File: src/rtl/alu_serial_rx.sv
// Serial command receiver: collects 11-bit frames on sin, assembles A/B/op,
// checks data count, CRC-4 and opcode, and emits one command or one error pulse.
module alu_serial_rx #(
  parameter int unsigned OP_W = 3
) (
  input  logic            clk,
  input  logic            rst_n,
  input  logic            sin,
  output logic            cmd_valid,
  output logic [31:0]     a,
  output logic [31:0]     b,
  output logic [OP_W-1:0] op,
  output logic            err_valid,
  output logic [2:0]      err_flags
);

  typedef enum logic [1:0] {S_IDLE, S_RECV, S_CHECK} state_t;

  state_t      r_state;
  logic [3:0]  r_bitcnt;
  logic [9:0]  r_shift;   // {ctl, d[7:0], stop} once bit 10 is in
  logic [63:0] r_ab;
  logic [3:0]  r_dcnt;
  logic [3:0]  r_crc;

  logic       w_ctl;
  logic [7:0] w_byte;
  logic       w_stop;
  logic [2:0] w_op;
  logic [3:0] w_rx_crc;
  logic [3:0] w_crc_data;
  logic [3:0] w_crc_cmd;
  logic       w_op_ok;
  logic [2:0] w_flags;

  function automatic logic [3:0] crc_step(input logic [3:0] c, input logic d);
    crc_step = {c[2:0], 1'b0} ^ ((c[3] ^ d) ? 4'b0011 : 4'b0000);
  endfunction

  // The whole byte is folded into the CRC in the CHECK cycle; equivalent to
  // feeding bits as they arrive since nothing observes the intermediate value.
  always_comb begin
    w_ctl      = r_shift[9];
    w_byte     = r_shift[8:1];
    w_stop     = r_shift[0];
    w_op       = w_byte[6:4];
    w_rx_crc   = w_byte[3:0];
    w_crc_data = r_crc;
    for (int unsigned i = 0; i < 8; i++) begin
      w_crc_data = crc_step(w_crc_data, w_byte[7-i]);
    end
    w_crc_cmd = crc_step(r_crc, 1'b1);
    for (int unsigned i = 0; i < 3; i++) begin
      w_crc_cmd = crc_step(w_crc_cmd, w_op[2-i]);
    end
    w_op_ok = (w_op == 3'b000) || (w_op == 3'b001) ||
              (w_op == 3'b100) || (w_op == 3'b101);
    w_flags = {(r_dcnt != 4'd8), (w_crc_cmd != w_rx_crc), !w_op_ok};
  end

  always_ff @(posedge clk or negedge rst_n) begin
    if (!rst_n) begin
      r_state   <= S_IDLE;
      r_bitcnt  <= '0;
      r_shift   <= '0;
      r_ab      <= '0;
      r_dcnt    <= '0;
      r_crc     <= '0;
      cmd_valid <= 1'b0;
      err_valid <= 1'b0;
      a         <= '0;
      b         <= '0;
      op        <= '0;
      err_flags <= '0;
    end else begin
      cmd_valid <= 1'b0;
      err_valid <= 1'b0;
      case (r_state)
        S_IDLE: begin
          if (!sin) begin
            r_state  <= S_RECV;
            r_bitcnt <= 4'd1;
          end
        end
        S_RECV: begin
          r_shift  <= {r_shift[8:0], sin};
          r_bitcnt <= r_bitcnt + 4'd1;
          if (r_bitcnt == 4'd10) r_state <= S_CHECK;
        end
        S_CHECK: begin
          if (!w_stop) begin
            err_valid <= 1'b1;
            err_flags <= 3'b100;
            r_dcnt    <= '0;
            r_crc     <= '0;
          end else if (!w_ctl) begin
            r_ab   <= {r_ab[55:0], w_byte};
            r_dcnt <= (r_dcnt == 4'd9) ? 4'd9 : r_dcnt + 4'd1;
            r_crc  <= w_crc_data;
          end else begin
            if (w_flags == 3'b000) begin
              cmd_valid <= 1'b1;
              a         <= r_ab[63:32];
              b         <= r_ab[31:0];
              op        <= OP_W'(w_op);
            end else begin
              err_valid <= 1'b1;
              err_flags <= w_flags;
            end
            r_dcnt <= '0;
            r_crc  <= '0;
          end
          // a start bit here chains directly into the next frame
          if (!sin) begin
            r_state  <= S_RECV;
            r_bitcnt <= 4'd1;
          end else begin
            r_state <= S_IDLE;
          end
        end
        default: r_state <= S_IDLE;
      endcase
    end
  end

endmodule
File: config.mk
export PLATFORM = sky130hd
export DESIGN_NAME = alu_serial_rx
export DESIGN_NICKNAME = d
export VERILOG_FILES = /design/src/rtl/alu_serial_rx.sv
export SDC_FILE = /design/constraint.sdc
export NUM_CORES = 1
export LEC_CHECK = 0
export BUFFER_PORTS_ARGS = -buffer_cell sky130_fd_sc_hd__buf_4
export CORE_AREA = 4 4 79 154
export DETAILED_ROUTE_END_ITERATION = 8
export DIE_AREA = 0 0 83 158
export PLACE_DENSITY = 0.77
export SETUP_SLACK_MARGIN = 0.5
export SYNTH_ARGS = -nofsm -noshare
export SYNTH_HDL_FRONTEND = slang
export SYNTH_SLANG_ARGS = --single-unit
export TNS_END_PERCENT = 10
File: constraint.sdc
create_clock -name clk -period 5.3 [get_ports clk]
set_input_delay 0.795 -clock clk [delete_from_list [all_inputs] [get_ports clk]]
set_output_delay 0.795 -clock clk [all_outputs]
set_load 0.05 [all_outputs]
## Word-level counts from Yosys, hierarchy flattened

Index checks and enable logic that the tools add are counted.

- Bitwise operators: 24
- Eq/ne operators: 14
- Reductions and logical operators: 14
- Add/sub/neg operators: 2
- Multiplexer cells: 34

Operators by type and width:

| kind | count |
|---|---|
| bitwise XOR 4 x 2 -> 4 bit | 12 |
| 2-to-1 mux 2 bit | 14 |
| 2-to-1 mux 4 bit | 6 |
| bitwise XOR 1 bit | 11 |
| 2-to-1 mux 1 bit | 9 |
| 2-to-1 mux 3 bit | 3 |
| adder 4 x 1 -> 4 bit (second input constant) | 2 |
| equality test 4 bit (second input constant) | 2 |
| inequality test 2 bit (second input constant) | 4 |
| one-hot mux 4 bit (2 select lines) | 1 |
| equality test 3 bit (second input constant) | 2 |
| zero test 3 bit | 2 |
| one-hot mux 2 bit (3 select lines) | 1 |
| AND reduction 3 bit | 2 |
| inequality test 4 bit | 1 |
| inequality test 4 bit (second input constant) | 1 |
| AND reduction 2 bit | 2 |
| AND reduction 4 bit | 1 |
| equality test 3 x 1 -> 1 bit (second input constant) | 1 |
| logical OR 1 bit | 3 |
| equality test 2 x 1 -> 1 bit (second input constant) | 1 |
| equality test 2 bit (second input constant) | 1 |
| zero test 2 bit | 1 |
| inequality test 2 x 1 -> 1 bit (second input constant) | 1 |
| other kinds (4) | 4 |

- Output and inout bits: 72
- Register bits: 160
- Bits of input ports: 3

## Logic depth before layout (Yosys ltp)

Gate-level depths: netlist of the first run.

- Depth in word-level cells: 26
- Depth in mapped cells: 8

## Worst setup path before layout of the first run

Ideal clock, no wire load.

- Path kind: flip-flop to flip-flop
- From: reg r_shift[6]
- To: reg a[0]
- Required time: 5.175 ns
- Setup time: 0.125 ns
- Path buffers: 3
- Clock period less this slack: 2.390 ns
- Arrival: 2.265 ns
- Setup slack: 2.910 ns
- Cell stages (with the launch flop): 9
- Cells stage by stage: dfrtp_1 buf_6 xor3_1 or3_1 a211oi_2 o21ai_1 buf_6 buf_6 mux2_4

- Word-level cells in the longest chain between the ends: 7

Ends and longest elaborated chain:

| element | line | source |
|---|---|---|
| from (decl) | 21 | `logic [9:0] r_shift;` |
| from (signal assigned) | 86 | `r_shift <= {r_shift[8:0], sin};` |
| bitwise XOR 1 bit (tied with other cells) | 37 | `crc_step = {c[2:0], 1'b0} ^ ((c[3] ^ d) ? 4'b0011 : 4'b0000);` |
| 2-to-1 mux 2 bit or logical OR 1 bit (tied branches) | 37, 56 |  |
| bitwise XOR 4 x 2 -> 4 bit or logical OR 1 bit (tied branches) | 37, 56 |  |
| bitwise XOR 4 x 2 -> 4 bit or logical OR 1 bit (tied branches) | 37, 57 |  |
| inequality test 4 bit or zero test 1 bit (tied branches) | 58 | `w_flags = {(r_dcnt != 4'd8), (w_crc_cmd != w_rx_crc), !w_op_ok};` |
| zero test 3 bit * | 101 | `if (w_flags == 3'b000) begin` |
| AND reduction 4 bit (no line) * | -- |  |
| to (signal assigned) | 103 | `a <= r_ab[63:32];` |
| to (decl) | 10 | `output logic [31:0] a,` |

Every way passes the cells marked *; elsewhere a longest branch is shown, timed or not.
A chain may end at the register's enable or synchronous reset.

## Final worst setup path of the first run

- From: reg r_shift[6]
- To: reg a[26]

The elaborated chain is that of the path after synthesis.

==> results by group, run 1 <==
Run status
  – Outcome: complete, no violations

Power and ir drop
  – PD cells: 426.6 mW/mm2
  – Internal power: 0.002326 W
  – Worst vdd ir: 0.0003126 V
  – Share of power burned in registers: 0.446
  – Clk pwr share: 0.364
  – Switching Share: 0.2917
  – Power share of the combinational group: 0.190
  – Final Power: 0.003285 W
  – Leakage: 4.205 nW
  – Net Switching: 0.0009583 W

Routing
  – Vias: 4233
  – TritonRoute pass-1 iters: 4
  – Routed len/inst: 17.77 um
  – Drt first-iter violations: 244
  – Post-Route WL: 13720 um
  – # DRC: 0
  – Antenna-violating nets left: 0
  – Via density: 5.483

Clocking
  – CTS Buffer Depth: 2
  – Post-CTS Resized: 0
  – Clock buffers created by TritonCTS: 17
  – CTS clk-pin slew, worst paths: 60 ps
  – Post CTS Setup Buffer Count: 0
  – Clock sink count: 160
  – Cts hold-fix bufs: 0
  – CTS Root Cell: clkbuf_16
  – Clk_lat worst skew: 420 ps
  – CTS tree: built
  – # H-tree levels: 4

Finish
  – Ratio of cells with drive above 1 in the final layout: 0.3054
  – Layout net count: 624
  – Layout area overhead: 19.01%
  – Final non-filler cell total: 772
  – Diode count: 0

Synth
  – YS warnings: 0
  – Gate Count Post-Synth: 549
  – EDFF count, synth: 0
  – Share of the synthesized area in the top cell type: 0.6190
  – Synth Net Count: 554
  – Sequential area share after synthesis: 0.6190
  – Yosys reg bits: 160
  – Ys async rst share: 1.000
  – Post-synth top area cell: dfrtp_1
  – Post-synth top flop: dfrtp_1
  – Area of the mapped netlist: 0.006469 mm2
  – Post-synth cell types: 36
  – Post-synthesis average cell area: 11.78 um2
  – Area contributors post-synth: dfrtp_1, nand2_1, mux2_2

Global route
  – Gr usage total: 0.2209
  – First-pass GRT wire length: 22620 um
  – Initial antenna violation count: 0
  – Maximum number of pins on one net before global-route repair: 76
  – Vias in the first global route: 4454
  – Grt total ovfl: 0

Floorplan
  – Starting Density: 0.5910
  – Rows: 54
  – CORE AREA: 0.01095 mm2
  – Die Wd: 83 um
  – # IOs: 75
  – Die Ht: 158 um
  – Die area: 0.01311 mm2

Critical path
  – Slowest-stage cell, CP: o21ai_4
  – Slowest stage delay, CP: 820 ps
  – CP Data Required Time: 5600 ps
  – Critical path origin: r_shift[6]
  – RR Startpoint: r_shift[6]
  – Maximum fanout along the worst path: 41
  – Critical path arrival: 3580 ps
  – Worst Setup End Kind: register
  – Crit-path leading delay family: compound AO/OA/AOI/OAI gates
  – Buf+Inv Stages, Crit Path: 1
  – WS Path Type: reg2reg
  – Crit start category: register
  – Worst-path cell chain: xor3_1, nand3_1, a211oi_2, o21ai_4, buf_4, mux2_2

Timing
  – Final setup violation count: 0
  – Worst slew pin tran: 1116 ps
  – Final Critical Period: 3284 ps
  – Final Skew: 6.639 ps
  – Max Slew Vio Count: 0
  – Tcrit/Tclk final: 0.6197
  – RSZ-0062 raised after global routing: false
  – Rel. slew slack: 0.2548
  – Final hold violations: 0
  – Peak Freq: 0.3045 GHz
  – Fin Setup TNS: 0 ps

Worst hold path
  – Hold WC Path Type: in2async

Placement
  – IO buf count: 74
  – Placed Cells: 740
  – DP HPWL: 8660 um
  – Final Wtd Congestion: 0.8283

Job
  – MaxCap Viol Count: 0
## cell type report
type | instances | area (um2)
fill | 811 | 3247
inverter | 2 | 7.507
sequential | 160 | 4004
clock inverter | 15 | 163.9
multi-input combinational | 359 | 2326
timing repair buffer | 79 | 596.8
clock buffer | 17 | 425.4
tap | 140 | 175.2
## placed cells by master, fill, tap and decap left out, types with 2 or more instances in the layout
cell | synthesis | layout
nand2_1 | 210 | 209
dfrtp_1 | 160 | 160
buf_4 | 0 | 78
mux2_2 | 48 | 48
mux2_4 | 29 | 29
clkbuf_16 | 0 | 17
o21ai_0 | 16 | 16
xnor2_1 | 9 | 9
xor2_1 | 8 | 8
clkinv_4 | 0 | 7
nand2b_1 | 4 | 4
nand3_1 | 3 | 3
nor2b_1 | 3 | 3
nor2_1 | 3 | 3
inv_1 | 2 | 2
or3_1 | 2 | 2
xnor3_1 | 2 | 2
nand4_1 | 2 | 2
a32o_1 | 2 | 2
ha_1 | 2 | 2
inv_6 | 0 | 2
clkinvlp_4 | 0 | 2
bufinv_16 | 0 | 2
clkinv_2 | 0 | 2
## kinds of logic (layout without fill, tap and decap cells)
group | count (synthesis) | after routing | share of synthesized area
AOI/OAI and AO/OA | 26 | 26 | 0.02495
buffers and inverters | 30 | 113 | 0.02379
and+or+nand+nor | 234 | 234 | 0.1439
DFF | 160 | 160 | 0.6190
xor gates and xnor gates | 20 | 20 | 0.03366
muxes | 77 | 77 | 0.1509
adders and majority gates | 2 | 2 | 0.003868
## routing by layer
layer  share of wire  global-route usage  routed length, um  vias to the layer above
met2            0.56              0.4016               7634                      107
met3           0.032             0.05781                445                       33
met5               0                   0                  0                        -
met4           0.029             0.09119                401                        0
met1            0.38              0.2442               5239                     2171
li1                -                   -                  -                     1922
## registers in the layout (all words and copies together) (netlist names)
name	count
err_flags	3
r_state	2
a	32
r_dcnt	4
r_shift	10
err_valid	1
r_ab	64
op	3
r_bitcnt	4
r_crc	4
cmd_valid	1
b	32
## power groups by stage
stage	registers (W)	logic, W	clock network, W
finish	0.00146	0.000625	0.00120
global route	0.00148	0.000679	0.00127
CTS	0.00146	0.000629	0.00122
detailed placement	0.00148	0.000625	0
global placement	0.00148	0.000601	0
floorplan	0.00145	0.000514	0
## synthesized netlist by cell type, types with 2 or more instances
cell type,instances
nand2_1,210
dfrtp_1,160
mux2_2,48
mux2_4,29
clkbuf_1,19
o21ai_0,16
xnor2_1,9
xor2_1,8
buf_6,5
nand2b_1,4
buf_2,3
nand3_1,3
nor2_1,3
nor2b_1,3
a32o_1,2
and2_1,2
ha_1,2
inv_1,2
nand4_1,2
or3_1,2
xnor3_1,2
## through the flow
stage               cell area [um2]  utilization  setup slack, ps  hold slack (ps)
floorplan                      6469            -             2910            441.8
global placement               7109       0.6495             2195            457.7
detailed placement             7109       0.6495             2038            473.4
CTS                            7699       0.7034             1995            411.3
global route                   7699       0.7034             1841            446.8
finish                         7699       0.7034             2016            400.1
## worst paths after layout
kind / endpoint / slack (ps) / depth (start not counted)
min in group clk: r_ab[56] / 490 / 2
max in group asynchronous: b[21] / 3790 / 2
setup / recovery: a[26] / 2020 / 6
hold reg to reg: r_ab[56] / 490 / 2
setup reg to reg: a[26] / 2020 / 6
hold / removal: a[16] / 400 / 1
Note: power is estimated with default switching activity, not from simulation.
==> run 2, diff against run 1 <==
- CORE_AREA: 4 4 79 154 -> 4 4 84 165
- DIE_AREA: 0 0 83 158 -> 0 0 88 169
- PLACE_DENSITY: 0.77 -> 0.71
- clock period: 5.3 -> 2.9 ns (I/O delays scaled with it)
==> results by group, run 2 (synthesis results as in run 1) <==
Critical path
  – WS Path Type: reg2reg
  – Critical path arrival: 2700 ps
  – CP Data Required Time: 3200 ps
  – Critical path origin: r_shift[2]
  – Crit-path leading delay family: XOR/XNOR gates
  – Worst-path cell chain: xor3_2, or3_4, a211oi_4, o21ai_4, buf_12, buf_4, mux2_2
  – Buf+Inv Stages, Crit Path: 2
  – Crit start category: register
  – Worst Setup End Kind: register
  – Maximum fanout along the worst path: 9
  – RR Startpoint: r_shift[2]
  – Slowest stage delay, CP: 450 ps
  – Slowest-stage cell, CP: xor3_2

Finish
  – Multi-input logic area: 0.002361 mm2
  – Number of fill cells in the layout: 995
  – Ratio of cells with drive above 1 in the final layout: 0.3282
  – Diode count: 0
  – Largest regs: r_ab x64, a x32, b x32
  – Max reg flops: 64
  – Utilization after layout: 0.6298
  – Reg area: 0.004004 mm2
  – Commonest non-fill, non-tap cell in the layout: nand2_1
  – Most frequent cells in the layout: nand2_1, dfrtp_1, buf_4
  – Layout area overhead: 22.22%
  – Layout net count: 640
  – Register bank with the most flops: r_ab

Routing
  – TritonRoute pass-1 iters: 4
  – Via density: 5.225
  – Routed len/inst: 16.70 um
  – Post-Route WL: 13290 um
  – Drt first-iter violations: 235
  – # DRC: 0
  – Antenna-violating nets left: 0
  – Vias: 4159

Power and ir drop
  – Internal power: 0.004313 W
  – Clk pwr share: 0.347
  – Share of power burned in registers: 0.436
  – Power share of the combinational group: 0.217
  – Net Switching: 0.001790 W
  – Leakage: 4.308 nW
  – PD cells: 771.9 mW/mm2
  – Switching Share: 0.2933
  – Worst vdd ir: 0.0005620 V

Job
  – MaxCap Viol Count: 0

Clocking
  – Clk_lat worst skew: 410 ps
  – Clock buffers created by TritonCTS: 17
  – CTS tree: built
  – # H-tree levels: 4
  – CTS clk-pin slew, worst paths: 60 ps
  – CTS Root Cell: clkbuf_16
  – Cts hold-fix bufs: 0
  – Clock sink count: 160
  – CTS Buffer Depth: 2

Global route
  – Vias in the first global route: 4258
  – First-pass GRT wire length: 22020 um
  – Maximum number of pins on one net before global-route repair: 72
  – Initial antenna violation count: 0
  – Grt total ovfl: 0
  – Gr usage total: 0.1933

Floorplan
  – Rows: 58
  – Die Wd: 88 um
  – CORE AREA: 0.01255 mm2
  – Die area: 0.01487 mm2
  – Starting Density: 0.5152
  – Die Ht: 169 um
  – # IOs: 75

Timing
  – RSZ-0062 raised after global routing: true
  – Worst slew pin tran: 727.9 ps
  – Final setup violation count: 0
  – Final Skew: 8.517 ps
  – Peak Freq: 0.4168 GHz
  – Rel. slew slack: 0.5147
  – Final hold violations: 1
  – Final Critical Period: 2399 ps
  – Max Slew Vio Count: 0
  – Hold slack: -2.161 ps
  – Fin Setup TNS: 0 ps
  – Tcrit/Tclk final: 0.8272

Run status
  – Failing checks: hold timing
  – Outcome: finished, violations left

Placement
  – IO buf count: 74
  – Final Wtd Congestion: 0.8048
  – DP HPWL: 8945 um

Worst hold path
  – Hold WC Path Type: in2async
-- run 2: changes by cell type in the layout (fill, tap and decap cells not counted), sizes merged --
| cell | previous run | this run |
|---|---|---|
| buf | 79 | 94 |
| inv | 4 | 5 |
| clkinvlp | 2 | 3 |
| bufbuf | 0 | 1 |
| clkinv | 9 | 5 |
-- run 2: repair_timing --
item | CTS | global route
buffers inserted | 7 | 0
gates resized for setup | 6 | 2
pin swaps | 5 | 1
gates cloned | 1 | 0
setup endpoints to repair | 57 | 55
-- run 2: final cells by class --
type | instances | share of cell area
clock buffers | 17 | 0.05381
clock inverters | 13 | 0.01741
repair buffers | 95 | 0.09907
well taps | 150 | 0.02374
multi-input cells | 359 | 0.2986
flip-flops and latches | 160 | 0.5064
inverters | 2 | 0.0009495
-- run 2: worst paths after layout --
| path | to | slack, ps | depth (start not counted) |
|---|---|---|---|
| hold reg to reg | r_ab[60] | 470 | 2 |
| setup reg to reg | a[28] | 500 | 7 |
| max in group asynchronous | r_ab[19] | 1940 | 2 |
| hold / removal | b[1] | -2 | 1 |
| min in group clk | r_bitcnt[0] | 270 | 2 |
| setup / recovery | a[28] | 500 | 7 |
-- run 2: metal layers --
metal | track usage | wire length [um] | share of wire
met1 | 0.2290 | 5004 | 0.38
met3 | 0.02971 | 459 | 0.035
met2 | 0.3400 | 7436 | 0.56
met5 | 0 | 0 | 0
met4 | 0.08216 | 389 | 0.029
-- run 2: power by group through the flow --
stage	Clock (W)	Combinational, W	Sequential, W
floorplan	0	0.000940	0.00264
global placement	0	0.00120	0.00268
detailed placement	0	0.00126	0.00270
CTS	0.00216	0.00132	0.00266
global route	0.00225	0.00146	0.00270
finish	0.00212	0.00132	0.00266
-- run 2: worst reg2reg max path, stage by stage, from the launching register on --
cell      delay [ps]
dfrtp_1          420
xor3_2           450
or3_4            360
a211oi_4         300
o21ai_4          150
buf_12           170
buf_4            170
mux2_2           280
-- run 2: metrics by stage --
stage | instances | hold WS, ps | worst slack (ps) | total power, W | cell area [um2]
floorplan | 549 | 139.4 | 510.0 | 0.003585 | 6469
global placement | 758 | 457.7 | 262.1 | 0.003888 | 7207
detailed placement | 758 | 459.6 | 168.9 | 0.003959 | 7207
CTS | 796 | 37.34 | 460.5 | 0.006149 | 7896
global route | 796 | 54.14 | 418.0 | 0.006407 | 7906
finish | 796 | -2.161 | 501.0 | 0.006103 | 7906
